### src/rtl/card_pkg.sv
`default_nettype none
// ---------------------------------------------------------------------------
// card_pkg : shared states, limits and card normalisation for card_dealer
// Rev 1.0
// ---------------------------------------------------------------------------
package card_pkg;

  typedef enum logic [2:0] {
    IDLE    = 3'd0,
    DEAL_P1 = 3'd1,
    DEAL_D1 = 3'd2,
    DEAL_P2 = 3'd3,
    DEAL_D2 = 3'd4,
    PLAYER  = 3'd5,
    DEALER  = 3'd6,
    DONE    = 3'd7
  } state_e;

  localparam logic [4:0] DEALER_STAND = 5'd17;
  localparam logic [4:0] BLACKJACK    = 5'd21;
  localparam logic [4:0] ACE_BONUS    = 5'd10;
  // An ace may only count high while the hard sum leaves room for the bonus.
  localparam logic [4:0] SOFT_LIMIT   = BLACKJACK - ACE_BONUS;

  function automatic logic [4:0] norm_card(input logic [3:0] card);
    logic [4:0] val;
    if (card == 4'd0)       val = 5'd1;
    else if (card > 4'd10)  val = 5'd10;
    else                    val = {1'b0, card};
    return val;
  endfunction

endpackage
`default_nettype wire

### src/rtl/hand_accum.sv
`default_nettype none
// ---------------------------------------------------------------------------
// hand_accum : one hand's hard sum, ace-seen flag and effective total
// Rev 1.0
// ---------------------------------------------------------------------------
module hand_accum
  import card_pkg::*;
(
  input  logic       clk,
  input  logic       rst,
  input  logic       clear_i,
  input  logic       add_i,
  input  logic [3:0] card_i,
  output logic [4:0] hard_o,
  output logic       ace_o,
  output logic [4:0] total_o
);

  logic [4:0] hard_q, hard_d;
  logic       ace_q,  ace_d;
  logic [4:0] card_val;

  always_comb begin
    card_val = norm_card(card_i);
    hard_d   = hard_q;
    ace_d    = ace_q;
    if (clear_i) begin
      hard_d = '0;
      ace_d  = 1'b0;
    end else if (add_i) begin
      hard_d = hard_q + card_val;
      ace_d  = ace_q | (card_val == 5'd1);
    end
  end

  always_ff @(posedge clk) begin
    if (rst) begin
      hard_q <= '0;
      ace_q  <= 1'b0;
    end else begin
      hard_q <= hard_d;
      ace_q  <= ace_d;
    end
  end

  assign hard_o  = hard_q;
  assign ace_o   = ace_q;
  assign total_o = (ace_q && (hard_q <= SOFT_LIMIT)) ? hard_q + ACE_BONUS : hard_q;

endmodule
`default_nettype wire

### src/rtl/card_dealer.sv
`default_nettype none
// ---------------------------------------------------------------------------
// card_dealer : single-player blackjack round sequencer with result flags
// Rev 1.0
// ---------------------------------------------------------------------------
module card_dealer
  import card_pkg::*;
(
  input  logic       clk,
  input  logic       rst,
  input  logic [3:0] card_in,
  input  logic       start,
  input  logic       hit,
  input  logic       stand,
  output logic [4:0] player_total,
  output logic [4:0] dealer_total,
  output logic [2:0] phase,
  output logic       win,
  output logic       lose,
  output logic       push
);

  state_e     state_q, state_d;
  logic       win_q, win_d, lose_q, lose_d, push_q, push_d;
  logic       clear, p_add, d_add;
  logic [4:0] p_hard, p_total, d_hard, d_total;
  logic       p_ace, d_ace;
  logic       unused_ace;

  hand_accum u_player (
    .clk     (clk),
    .rst     (rst),
    .clear_i (clear),
    .add_i   (p_add),
    .card_i  (card_in),
    .hard_o  (p_hard),
    .ace_o   (p_ace),
    .total_o (p_total)
  );

  hand_accum u_dealer (
    .clk     (clk),
    .rst     (rst),
    .clear_i (clear),
    .add_i   (d_add),
    .card_i  (card_in),
    .hard_o  (d_hard),
    .ace_o   (d_ace),
    .total_o (d_total)
  );

  assign unused_ace = &{1'b0, p_ace, d_ace};

  always_comb begin
    state_d = state_q;
    win_d   = win_q;
    lose_d  = lose_q;
    push_d  = push_q;
    clear   = 1'b0;
    p_add   = 1'b0;
    d_add   = 1'b0;
    case (state_q)
      IDLE, DONE: begin
        if (start) begin
          clear   = 1'b1;
          win_d   = 1'b0;
          lose_d  = 1'b0;
          push_d  = 1'b0;
          state_d = DEAL_P1;
        end
      end
      DEAL_P1: begin p_add = 1'b1; state_d = DEAL_D1; end
      DEAL_D1: begin d_add = 1'b1; state_d = DEAL_P2; end
      DEAL_P2: begin p_add = 1'b1; state_d = DEAL_D2; end
      DEAL_D2: begin
        d_add   = 1'b1;
        state_d = (p_total == BLACKJACK) ? DEALER : PLAYER;
      end
      PLAYER: begin
        // Bust and 21 are judged on the registered hand, i.e. the cycle after a hit.
        if (p_hard > BLACKJACK) begin
          lose_d  = 1'b1;
          state_d = DONE;
        end else if ((p_total == BLACKJACK) || stand) begin
          state_d = DEALER;
        end else if (hit) begin
          p_add = 1'b1;
        end
      end
      DEALER: begin
        if (d_total < DEALER_STAND) begin
          d_add = 1'b1;
        end else begin
          state_d = DONE;
          if ((d_hard > BLACKJACK) || (p_total > d_total)) win_d  = 1'b1;
          else if (p_total < d_total)                      lose_d = 1'b1;
          else                                             push_d = 1'b1;
        end
      end
      default: state_d = IDLE;
    endcase
  end

  always_ff @(posedge clk) begin
    if (rst) begin
      state_q <= IDLE;
      win_q   <= 1'b0;
      lose_q  <= 1'b0;
      push_q  <= 1'b0;
    end else begin
      state_q <= state_d;
      win_q   <= win_d;
      lose_q  <= lose_d;
      push_q  <= push_d;
    end
  end

  assign player_total = p_total;
  assign dealer_total = d_total;
  assign phase        = state_q;
  assign win          = win_q;
  assign lose         = lose_q;
  assign push         = push_q;

endmodule
`default_nettype wire
### config.mk
export PLATFORM = sky130hd
export DESIGN_NAME = card_dealer
export DESIGN_NICKNAME = d
export VERILOG_FILES = /design/src/rtl/card_pkg.sv /design/src/rtl/hand_accum.sv /design/src/rtl/card_dealer.sv
export SDC_FILE = /design/constraint.sdc
export NUM_CORES = 1
export LEC_CHECK = 0
export CAP_MARGIN = 10
export CORE_ASPECT_RATIO = 1.25
export CORE_MARGIN = 2
export CORE_UTILIZATION = 25
export CTS_CLUSTER_DIAMETER = 60
export CTS_CLUSTER_SIZE = 12
export DETAILED_ROUTE_END_ITERATION = 7
export MAX_ROUTING_LAYER = met4
export PLACE_DENSITY = 0.48
export SLEW_MARGIN = 10
export SYNTH_ARGS = -nofsm -noshare
export SYNTH_HDL_FRONTEND = slang
export SYNTH_SLANG_ARGS = --single-unit
### constraint.sdc
create_clock -name clk -period 2.6 [get_ports clk]
set_clock_uncertainty 0.15 [all_clocks]
set_input_delay 0.78 -clock clk [delete_from_list [all_inputs] [get_ports clk]]
set_output_delay 0.78 -clock clk [all_outputs]
set_load 0.03 [all_outputs]
; Yosys cells after proc, flatten, opt, wreduce, memory -nomap -nowiden
; Index checks and enable logic that the tools add are counted.
[totals]
reg_bits = 18
in_bits = 9
out_inout_bits = 16
word_cells = 86
[op_classes]
add_sub_neg = 4
n_lt_le_gt_ge = 8
eq_ne = 17
n_mux = 31
bitwise_logic = 2
reduce_logical = 16
[op_table]
columns = operator, count
row1 = $pmux 3 s7, 1
row2 = $mux 1, 16
row3 = $ne 2x2->1 const B, 7
row4 = $eq 3x3->1 const B, 4
row5 = $mux 3, 4
row6 = $add 5x4->5 const B, 2
row7 = $gt 5x5->1 const B, 2
row8 = $le 5x4->1 const B, 2
row9 = $mux 5, 2
row10 = $mux 4, 2
row11 = $pmux 1 s2, 4
row12 = $reduce_or 2->1, 4
row13 = $eq 3x2->1 const B, 2
row14 = $reduce_and 6->1, 1
row15 = $add 5x4->5, 1
row16 = $add 5x5->5, 1
row17 = $eq 5x1->1 const B, 1
row18 = $eq 5x5->1 const B, 1
row19 = $gt 5x5->1, 1
row20 = $lt 5x5->1, 1
row21 = $lt 5x5->1 const B, 1
row22 = $reduce_and 5->1, 1
row23 = $gt 4x4->1 const B, 1
row24 = $logic_not 4->1, 1
row25 = other kinds (12), 15

; Logic depth before layout (Yosys ltp)
[logic_depth]
depth_word = 8
depth_mapped = 15
mapped_depth_nobuf = 14

; Hierarchy
; A second synthesis with hierarchy kept.
[hier_totals]
hier_cells = 189
area_unflattened_um2 = 1606.5
[modules_own_cells]
columns = module, n_inst, cells_each, area_per_inst_um2, seq_area_each_um2
row1 = hand_accum, 2, 56, 504.2, 120.1
row2 = card_dealer, 1, 77, 598.1, 120.1

; Worst setup path before layout
; No wires, ideal clock.
[synth_path]
kind = register -> register
from = reg u_player.hard_q[2] (netlist: u_player.hard_o[2])
to = reg lose_q (netlist: lose)
setup_time_ns = 0.069
arrival_time_ns = 2.804
t_required_ns = 2.381
slack_ns = -0.423
path_stages_with_launch = 13
n_path_buf = 0
synth_period_minus_slack_ns = 3.023
cell_sequence = dfxtp_1 inv_1 ha_1 nand2_1 nand2_1 a21oi_1 xnor2_1 ha_1 nor2b_1 o2111ai_1 nand4_1 a2111o_1 o21ai_1
[synth_via]
elab_chain_cells = 7
word_cells_on_any_way = 12
classes_between = 1 x add/sub / 4 x order compare / 3 x eq/ne / 1 x mux / 3 x reduce/logical
[synth_rtl]
columns = element, line
row1 = from (decl), hand_accum.sv:19  ; logic [4:0] hard_q, hard_d;
row2 = from (signal assigned), hand_accum.sv:41  ; hard_q <= hard_d;
row3 = $le 5x4->1 *, hand_accum.sv:48  ; assign total_o = (ace_q && (hard_q <= SOFT_LIMIT)) ? hard_q + ACE_BONUS : hard_q;
row4 = $logic_and 1x1->1 *, hand_accum.sv:48
row5 = $mux 5 *, hand_accum.sv:48
row6 = net player_total[1], card_dealer.sv:15  ; output logic [4:0] player_total,
row7 = $gt 5x5->1, card_dealer.sv:95  ; if ((d_hard > BLACKJACK) || (p_total > d_total)) win_d = 1'b1;
row8 = $logic_or 1x1->1, card_dealer.sv:95
row9 = $ne 2x2->1 (no source line), -
row10 = $reduce_and 6->1 (no source line) *, -
row11 = to (signal assigned), card_dealer.sv:113  ; lose_q <= lose_d;
row12 = to (decl), card_dealer.sv:24  ; logic win_q, win_d, lose_q, lose_d, push_q, push_d;
; The timed path passes the listed nets; every way through them passes the cells marked *.
; A chain may end at the register's enable or synchronous reset.

; Final worst setup path
[layout_path]
from = reg u_player.hard_q[1] (netlist: u_player.hard_o[1])
to = out player_total[3]
[layout_via]
elab_chain_cells = 3
word_cells_on_any_way = 4
classes_between = 1 x add/sub / 1 x order compare / 1 x mux / 1 x reduce/logical
[layout_rtl]
columns = element, line
row1 = $le 5x4->1, hand_accum.sv:48
row2 = $logic_and 1x1->1, hand_accum.sv:48
row3 = $mux 5 *, hand_accum.sv:48
row4 = to (decl), card_dealer.sv:15
; Every way passes the cells marked *; elsewhere a longest branch is shown, timed or not.

==> out/summary.txt <==
RUN STATUS
--------------------------------------------------------------------------------------------------
Outcome                                                                               finished with violations
Violations in the final reports                                                       negative setup slack

TIMING
--------------------------------------------------------------------------------------------------
Total negative setup slack                                                               -0.214 ns
Minimum period implied by the final worst setup slack                                      2.71 ns
Portion of the clock cycle consumed by the worst path in the final layout                     104%
Maximum operating frequency                                                                369 MHz
Count of final hold-check violations                                                             0
Worst hold margin                                                                         0.307 ns
Worst slew margin relative to its limit                                                      71.1%
Worst-case setup margin in the final layout                                              -0.109 ns
Max-slew violation total from the final report                                                   0
Setup repair after global routing missed its margin                                           true
Least-Margin Pin Slew                                                                     0.430 ns
# setup viols final                                                                              4

GLOBAL ROUTING
--------------------------------------------------------------------------------------------------
Antenna violations before repair                                                                 0
First-pass GRT wire length                                                                 7850 um
Total routing resource utilization after global routing                                      13.3%
Gr ovfl total                                                                                    0
Largest net degree at the start of global routing                                               18
Via count of the first global-routing pass                                                    1696

DETAILED ROUTING
--------------------------------------------------------------------------------------------------
Aggregate routed wire length                                                               4650 um
DRC marker count from the first detailed-route iteration                                        58
Iteration count of the initial detailed-routing pass                                             4
Met1 Wirelength                                                                            2080 um
Met3 routed wirelength                                                                      100 um
Top routing layer used                                                                        met4
Via density per instance                                                                      4.63
Detail Route Antenna Nets                                                                        0
Routed wire per std cell                                                                   12.4 um
Detailed-route via count                                                                      1742
Wire length on met2                                                                        2390 um
Drt drc                                                                                          0

CTS
--------------------------------------------------------------------------------------------------
CTS hold repair buffers                                                                          0
Clock Tree Root                                                                           clkbuf_8
CTS tree                                                                                     built
CTS HTree Levels                                                                                 1
Sink Count                                                                                      18
Clock transition time at the flip-flop clock pins of the worst setup and hold paths        0.08 ns
Clock buffer count from CTS                                                                      3
Max Buffers Root-to-Sink                                                                         2
Clock latency reported for the late side of the worst-skew pair                            0.26 ns

SYNTHESIS
--------------------------------------------------------------------------------------------------
Nets in the synthesized netlist                                                                250
Cell area after synthesis                                                             0.00173 sq mm
Synth Register Bits                                                                             18
Post-Synthesis Cells                                                                           220
Mean cell area of the mapped netlist                                                    7.88 sq um
Fraction of post-synthesis cell area in the top cell type by area                            20.8%
Dominant cell type by area after synthesis                                                 dfxtp_1
Most used standard cell by instance count after synthesis                                     ha_1
Share of the yosys chip area belonging to registers                                          20.8%
Flip-flop cell with the highest count after synthesis                                      dfxtp_1
Post-synthesis cell type count                                                                  52
Async SR Flop Fraction                                                                          0%
Leading cell types by count after synthesis                                           ha_1, dfxtp_1, inv_1
Warnings, synthesis                                                                              0
Number of flops mapped to enable cells by yosys                                                  0
Cell types occupying the most area after synthesis                                    dfxtp_1, ha_1, a21oi_1, nand3_1, inv_1

FINAL LAYOUT
--------------------------------------------------------------------------------------------------
Area growth from synthesis to layout                                                         55.6%
Fin area                                                                              0.00270 sq mm
Fraction of final layout cells sized beyond drive strength 1                                 39.8%
Filler cell count                                                                              658
Total inserted antenna cells                                                                     0
Number of standard cells in the layout, taps in and fillers out                                376
Count of nets after finishing                                                                  320
Post-layout utilization of the core                                                          40.6%

MIN PATH
--------------------------------------------------------------------------------------------------
Worst hold-check path type                                                                 reg2reg
Worst hold path depth                                                                            2

PLACEMENT
--------------------------------------------------------------------------------------------------
GPL Wtd Cong                                                                                 0.831
Cell count after placement                                                                     365
Area after DPL                                                                        0.00243 sq mm
Total half-perimeter wirelength after legalization and detailed placement                  3650 um
Port Buffer Count                                                                               24

FLOORPLANNING
--------------------------------------------------------------------------------------------------
Area of the core                                                                      0.00665 sq mm
Top-level port count                                                                            25
Total die area                                                                        0.00762 sq mm
Initial core utilization                                                                     26.1%
Floorplan row count                                                                             33
Die X-Extent                                                                               78.5 um
Die Height                                                                                 97.1 um

SETUP PATH
--------------------------------------------------------------------------------------------------
Capturing element type of the critical path                                           primary output
Setup slack of the most critical reg-to-reg path                                          -0.05 ns
Startpoint class of the critical path                                                     register
CP Class                                                                                   reg2out
Highest net fanout along the worst path                                                          4
Crit. Startpoint                                                                      u_player.hard_o[1]
WP data required                                                                           1.67 ns
Arrival time at the worst endpoint                                                         1.78 ns
Depth of the worst register-to-register path                                                    11
Endpoint of the most critical setup path                                              player_total[3]
Reg-to-reg critical path startpoint                                                   u_player.hard_o[1]
Worst r2r dst                                                                                 push

PWR
--------------------------------------------------------------------------------------------------
Power density normalized to cell area                                                  377 mW/mm^2
Worst vdd ir                                                                            0.000181 V
Leakage power total                                                                     0.00115 uW

JOB
--------------------------------------------------------------------------------------------------
Max-cap violations                                                                               0

per-layer routing:
layer  global-route usage [%]  vias up
met5                        -        -
met4                     4.59        0
met3                     1.86        7
met2                     23.3       20
met1                     15.5      776
li1                         -      939
per-stage QoR:
step	setup WS (ns)	total power, uW
floorplan	-0.0299	587
global placement	-0.477	753
detailed placement	-0.512	753
CTS	-0.139	993
global route	-0.183	1090
finish	-0.109	1020
worst min-delay path by stage:
| stage | start | to | slack, ns |
|---|---|---|---|
| finish | win | win | 0.31 |
| global route | win | win | 0.33 |
| CTS | lose | lose | 0.30 |
| detailed placement | win | win | 0.29 |
| global placement | lose | lose | 0.29 |
| floorplan | u_dealer.ace_o | u_dealer.ace_o | 0.31 |
where the power goes:
group          internal, uW  switching (uW)  leakage [uW]
logic                   236             259      0.000977
registers               295            13.9      0.000148
clock network           109             103     0.0000228
total                   640             376       0.00115
cell families (layout without fill, tap and decap cells):
| family | count (synthesis) | after routing | share of synthesized area (%) |
|---|---|---|---|
| AO/OA/AOI/OAI | 66 | 66 | 28.2 |
| XOR/XNOR | 8 | 8 | 4.04 |
| adder cells (fa/ha/maj) | 21 | 21 | 16.0 |
| buffers and inverters | 33 | 102 | 8.16 |
| flip-flops | 18 | 18 | 20.8 |
| AND/OR/NAND/NOR | 74 | 74 | 22.8 |
cell type report:
cell class | instances | area [sq um] | area share, %
Multi-Input combinational cell | 169 | 1440 | 53.3
Timing Repair Buffer | 79 | 663 | 24.6
Clock buffer | 4 | 45.0 | 1.67
Inverter | 19 | 73.8 | 2.74
Tap cell | 87 | 109 | 4.04
Sequential cell | 18 | 369 | 13.7
placed cells by master, fill, tap and decap left out, types with 7 or more instances in the layout:
master | netlist | layout
nand2_1 | 16 | 13
a21oi_1 | 15 | 11
buf_4 | 2 | 50
a21o_1 | 7 | 7
nand3_1 | 14 | 14
clkdlybuf4s50_1 | 0 | 12
nor2_1 | 12 | 7
buf_6 | 1 | 11
ha_1 | 19 | 10
dfxtp_1 | 18 | 15
inv_1 | 18 | 12
o31ai_1 | 9 | 8
critical path: stages (launching register included):
cell,delay (ns)
dfxtp_4,0.37
ha_4,0.16
or3b_4,0.38
a2111oi_4,0.31
nor2_4,0.06
buf_6,0.12
buf_6,0.12
flip-flops by register name (all words and copies together), names as in the netlist:
| name | count |
|---|---|
| u_player.hard_o | 5 |
| u_dealer.hard_o | 5 |
| win | 1 |
| u_dealer.ace_o | 1 |
| phase | 3 |
| push | 1 |
| lose | 1 |
| u_player.ace_o | 1 |
what timing repair did:
action / 4_1_cts / 5_1_grt
pin swaps: 18 / 18
endpoints found under the setup margin: 14 / 16
gates resized for setup: 36 / 26
setup buffers: 5 / 2
cloned: 0 / 0
No activity file was read; power rests on OpenSTA's default activity.
